--- src/rtl/emotion_pkg.sv ---
// Shared constants and types for the emotion tracker: one-hot bit positions,
// physical_state encodings and the hysteresis FSM state type.
package emotion_pkg;

  localparam int EMO_W        = 8;

  localparam int EMO_SLEEPY   = 0;
  localparam int EMO_BORED    = 1;
  localparam int EMO_CALM     = 2;
  localparam int EMO_HAPPY    = 3;
  localparam int EMO_EXCITED  = 4;
  localparam int EMO_STRESSED = 5;
  localparam int EMO_ANGRY    = 6;
  localparam int EMO_SAD      = 7;

  localparam logic [1:0] PHYS_AWAKE  = 2'd0;
  localparam logic [1:0] PHYS_HUNGRY = 2'd1;
  localparam logic [1:0] PHYS_TIRED  = 2'd2;
  localparam logic [1:0] PHYS_ASLEEP = 2'd3;

  typedef enum logic {
    ST_STABLE  = 1'b0,
    ST_PENDING = 1'b1
  } trk_state_e;

endpackage

--- src/rtl/emotion_classifier.sv ---
// Combinational classifier: quantises each drive level to its top two bits and
// applies the priority rules to produce a one-hot candidate emotion.
module emotion_classifier
  import emotion_pkg::*;
#(
  parameter int LEVEL_W = 2
) (
  input  logic [LEVEL_W-1:0] energy_i,
  input  logic [LEVEL_W-1:0] stress_i,
  input  logic [LEVEL_W-1:0] pleasure_i,
  input  logic [1:0]         phys_i,
  output logic [EMO_W-1:0]   cand_o
);

  logic [1:0] eq, sq, pq;
  logic [2:0] idx;

  // Shifting then truncating keeps every input bit referenced for any LEVEL_W.
  assign eq = 2'(energy_i   >> (LEVEL_W - 2));
  assign sq = 2'(stress_i   >> (LEVEL_W - 2));
  assign pq = 2'(pleasure_i >> (LEVEL_W - 2));

  always_comb begin
    idx = 3'(EMO_CALM);
    if (phys_i == PHYS_ASLEEP)        idx = 3'(EMO_SLEEPY);
    else if (sq == 2'd3 && eq >= 2'd2) idx = 3'(EMO_ANGRY);
    else if (sq >= 2'd2)               idx = 3'(EMO_STRESSED);
    else if (pq == 2'd0)               idx = 3'(EMO_SAD);
    else if (eq == 2'd0)               idx = 3'(EMO_SLEEPY);
    else if (pq == 2'd3 && eq == 2'd3) idx = 3'(EMO_EXCITED);
    else if (pq >= 2'd2)               idx = 3'(EMO_HAPPY);
    else if (eq == 2'd1)               idx = 3'(EMO_BORED);
  end

  assign cand_o = EMO_W'(1) << idx;

endmodule

--- src/rtl/emotion_tracker.sv ---
// Tick-driven hysteresis around the classifier: a new emotion commits only after
// HOLD_TICKS consecutive identical candidates; reports change pulse and dwell.
module emotion_tracker
  import emotion_pkg::*;
#(
  parameter int LEVEL_W    = 2,
  parameter int HOLD_TICKS = 4,
  parameter int DWELL_W    = 8
) (
  input  logic               clk_i,
  input  logic               rst_ni,
  input  logic               tick_i,
  input  logic [LEVEL_W-1:0] energy_i,
  input  logic [LEVEL_W-1:0] stress_i,
  input  logic [LEVEL_W-1:0] pleasure_i,
  input  logic [1:0]         physical_state_i,
  output logic [EMO_W-1:0]   emotion_o,
  output logic               emotion_changed_o,
  output logic               emotion_pending_o,
  output logic [DWELL_W-1:0] dwell_o
);

  localparam int CNT_W = $clog2(HOLD_TICKS + 1);
  localparam logic [CNT_W-1:0] HOLD_C = CNT_W'(HOLD_TICKS);
  localparam logic [EMO_W-1:0] CALM_OH = EMO_W'(1) << EMO_CALM;

  trk_state_e         state_q, state_d;
  logic [CNT_W-1:0]   cnt_q, cnt_d, cnt_nxt;
  logic [EMO_W-1:0]   pend_q, pend_d;
  logic [EMO_W-1:0]   emo_q, emo_d;
  logic               chg_q, chg_d;
  logic [DWELL_W-1:0] dwell_q, dwell_d, dwell_inc;
  logic [EMO_W-1:0]   cand;

  emotion_classifier #(.LEVEL_W(LEVEL_W)) u_classifier (
    .energy_i   (energy_i),
    .stress_i   (stress_i),
    .pleasure_i (pleasure_i),
    .phys_i     (physical_state_i),
    .cand_o     (cand)
  );

  assign dwell_inc = (dwell_q == '1) ? dwell_q : dwell_q + DWELL_W'(1);

  always_comb begin
    state_d = state_q;
    cnt_d   = cnt_q;
    pend_d  = pend_q;
    emo_d   = emo_q;
    chg_d   = 1'b0;
    dwell_d = dwell_q;
    cnt_nxt = CNT_W'(1);
    if (tick_i) begin
      if (cand == emo_q) begin
        state_d = ST_STABLE;
        cnt_d   = '0;
        dwell_d = dwell_inc;
      end else begin
        // A different candidate than the one being qualified restarts the count.
        if (state_q == ST_PENDING && cand == pend_q) cnt_nxt = cnt_q + CNT_W'(1);
        pend_d = cand;
        if (cnt_nxt == HOLD_C) begin
          emo_d   = cand;
          chg_d   = 1'b1;
          dwell_d = '0;
          state_d = ST_STABLE;
          cnt_d   = '0;
        end else begin
          state_d = ST_PENDING;
          cnt_d   = cnt_nxt;
          dwell_d = dwell_inc;
        end
      end
    end
  end

  always_ff @(posedge clk_i) begin
    if (!rst_ni) begin
      state_q <= ST_STABLE;
      cnt_q   <= '0;
      pend_q  <= CALM_OH;
      emo_q   <= CALM_OH;
      chg_q   <= 1'b0;
      dwell_q <= '0;
    end else begin
      state_q <= state_d;
      cnt_q   <= cnt_d;
      pend_q  <= pend_d;
      emo_q   <= emo_d;
      chg_q   <= chg_d;
      dwell_q <= dwell_d;
    end
  end

  assign emotion_o         = emo_q;
  assign emotion_changed_o = chg_q;
  assign emotion_pending_o = (state_q == ST_PENDING);
  assign dwell_o           = dwell_q;

endmodule
--- config.mk ---
export PLATFORM = sky130hd
export DESIGN_NAME = emotion_tracker
export DESIGN_NICKNAME = d
export VERILOG_FILES = /design/src/rtl/emotion_pkg.sv /design/src/rtl/emotion_classifier.sv /design/src/rtl/emotion_tracker.sv
export SDC_FILE = /design/constraint.sdc
export NUM_CORES = 1
export LEC_CHECK = 0
export CORE_MARGIN = 10
export CORE_UTILIZATION = 50
export DETAILED_ROUTE_END_ITERATION = 6
export PLACE_DENSITY = 0.73
export SKIP_LAST_GASP = 1
export SLEW_MARGIN = 30
export SYNTH_ARGS = -nofsm -noshare
export SYNTH_HDL_FRONTEND = slang
export SYNTH_HIERARCHICAL = 1
export SYNTH_SLANG_ARGS = --single-unit
--- constraint.sdc ---
create_clock -name clk_i -period 3.79 [get_ports clk_i]
set_input_delay 0.379 -clock clk_i [delete_from_list [all_inputs] [get_ports clk_i]]
set_output_delay 0.379 -clock clk_i [all_outputs]
set_load 0.05 [all_outputs]
==> key figures <==
STA
  – Peak Freq: about 360 MHz
  – RSZ-0062 raised after global routing: no
  – Max Slew Vio Count: 0
  – Clk_skew: ~11 ps
  – Max_slew headroom: 49.0%
  – Post-route setup slack: 995 ps
  – Minimum clock period: 2800 ps
  – Fin crit share: between 70% and 80%
  – Final Setup Violations: 0
  – Total Neg Setup Slack: 0 ps
  – Slew @ Worst Pin: approximately 760 ps
  – Hold Violations, Final: 0

Layout
  – Nets: around 240
  – Share of cells above drive strength 1: approximately 8.9%
  – Syn-to-layout area delta: 21.7%
  – N_diodes: 0

Clock network
  – TritonCTS clock tree: yes
  – CTS clk-pin slew, worst paths: ~90 ps
  – Root buf cell: clkbuf_4
  – Worst-Skew Late Latency: ~330 ps
  – H-tree level count: 2
  – Post-CTS sizing: 0
  – Clock buffer depth: 2
  – CTS Buf Count: 5
  – Cts hold-fix bufs: 0
  – Setup repair bufs after CTS: 0
  – Clk sinks: 29

Synth
  – Ys async rst share: 0%
  – Synth warn: 6
  – Register area share after synthesis: between 30% and 40%
  – Mean post-synth cell area: ~8.2 um^2
  – Number of synthesized register bits: 29
  – Synth unique cells: between 40 and 50
  – Post-synth EDFFs: 0
  – Cell area after synthesis: approximately 1600 um^2
  – Top FF cell, synth: dfxtp_1
  – Mapped Cells: between 150 and 200
  – Syn Nets: approximately 210

Placed design
  – Final HPWL DP: 3030 um
  – Port bufs: 28
  – Setup WS pre-CTS: 660 ps
  – RD Place Congestion: approximately 0.85

Drt
  – DRT Pass-1 Iters: 4
  – Post-route DRC: 0
  – Total vias in the final route: ~1,500
  – Routed vias/inst: roughly 5.6
  – WL/cell: about 15 um
  – Routed Wire Length: a little over 4000 um
  – Iteration-0 DRC Markers: 105
  – Antenna-violating nets left: 0

Floorplanning
  – Die width: about 77 um
  – Core area: 3080 um^2
  – Die Y: between 70 and 80 um
  – Row cnt: 20
  – Starting Density: 52.7%
  – Die ar.: just under 6000 um^2
  – Ports: 29

Global routing
  – Grt ovf: 0
  – Vias in the first global route: 1,442
  – Largest net degree at the start of global routing: 25
  – First-pass GRT wire length: ~6800 um
  – Aggregate global-route resource usage: a little over an eighth
  – Initial antenna violation count: 0

Setup path
  – WP data required: 3980 ps
  – Critical Path Fanout Max: 12
  – CP startpoint kind: input port
  – Data arrival, critical path: approximately 3000 ps
  – CP Capture Type: flop
  – Worst Path Class, Setup: input port to flop

Outcome
  – Outcome: completed

Pwr
  – Worst VDD drop: ~0.19 mV
  – Lkg Pwr: about 0.00066 uW
  – PwrDens: between 300 and 400 nW/um^2

Job
  – Max Cap Violations: 0

Min path
  – Hold WC Path Type: flop to flop
stage by stage:
stage               instance area [um^2]  power (uW)  hold WS [ps]  std cells  utilization [%]
floorplan                           1620         385           444        198                -
global route                        1980         632           500        269             64.2
detailed placement                  1920         417           463        262             62.4
global placement                    1920         415           459        262             62.4
CTS                                 1980         605           475        269             64.2
finish                              1980         599           473        269             64.2
cells in the final DEF (no fill, tap or decap), types with 2 or more instances in the layout:
cell             count
clkdlybuf4s50_1     28
ha_1                 2
nand3_1             18
a211oi_1             2
nor3_1               5
and4_1               2
dfxtp_1             29
nor2_1               7
and3_1               5
nor2b_1              2
or2_1                3
nand2b_1             2
a21oi_1             17
nand2_1             33
nand4_1              6
clkbuf_4             5
xnor2_2              2
o21ai_2              2
xnor2_1             14
xor2_1               3
o21ai_1              9
inv_1                2
flip-flops by register name, summed over array words and instances (netlist names):
| signal | flops |
|---|---|
| dwell_o | 8 |
| emotion_o | 8 |
| pend_q | 8 |
| cnt_q | 3 |
| emotion_changed_o | 1 |
| emotion_pending_o | 1 |
routing by layer:
metal	vias up	share of wire [%]	GRT usage, %
li1	763	-	-
met1	704	45	16.2
met2	36	48	21.6
met3	7	6.1	5.83
met4	0	1.6	5.11
met5	-	0	0
path summary, 6_finish.rpt:
kind | depth (start not counted) | endpoint | start | slack [ps]
min | 2 | pend_q[6] | pend_q[6] | 470
max reg2reg | 6 | dwell_o[5] | cnt_q[0] | 1510
min reg2reg | 2 | pend_q[6] | pend_q[6] | 470
max | 8 | dwell_o[5] | energy_i[1] | 990
area by class of cell:
type,instances,area (um^2)
clock buffer,7,55.1
tap,44,55.1
multi-input combinational,158,990
fill,297,1100
sequential,29,581
timing repair buffer,29,288
inverter,2,7.51
cell families (layout without fill, tap and decap cells):
| group | count (synthesis) | in the layout | share of synthesized area (%) |
|---|---|---|---|
| AOI/OAI and AO/OA | 44 | 44 | 18.0 |
| xor gates and xnor gates | 19 | 19 | 11.2 |
| adders and majority gates | 2 | 2 | 1.54 |
| buffers and inverters | 11 | 38 | 3.24 |
| DFF | 29 | 29 | 35.8 |
| and+or+nand+nor | 93 | 93 | 30.3 |
cell usage after synthesis (5+ instances only):
| cell type | count | area, um^2 |
|---|---|---|
| clkbuf_1 | 5 | 18.8 |
| a21oi_1 | 17 | 85.1 |
| nor3_1 | 5 | 25.0 |
| nand4_1 | 6 | 37.5 |
| xnor2_1 | 14 | 123 |
| and3_1 | 5 | 31.3 |
| dfxtp_1 | 29 | 581 |
| nor2_1 | 7 | 26.3 |
| nand2_1 | 33 | 124 |
| nand3_1 | 18 | 90.1 |
| o21ai_1 | 9 | 45.0 |
critical path: stages:
cell             delay [ps]
clkdlybuf4s50_1         570
nand3_1                 130
nor3b_1                 580
xnor2_2                 190
nand3_1                 150
or4_4                   630
nor2_2                  270
nor3_1                   90
power by group:
| part | internal, uW | total (uW) | switching [uW] |
|---|---|---|---|
| clock network | 87.4 | 189 | 101 |
| registers | 311 | 318 | 6.53 |
| logic | 35.5 | 92.5 | 57.0 |
| total | 434 | 599 | 165 |
Note: power is estimated with default switching activity, not from simulation.
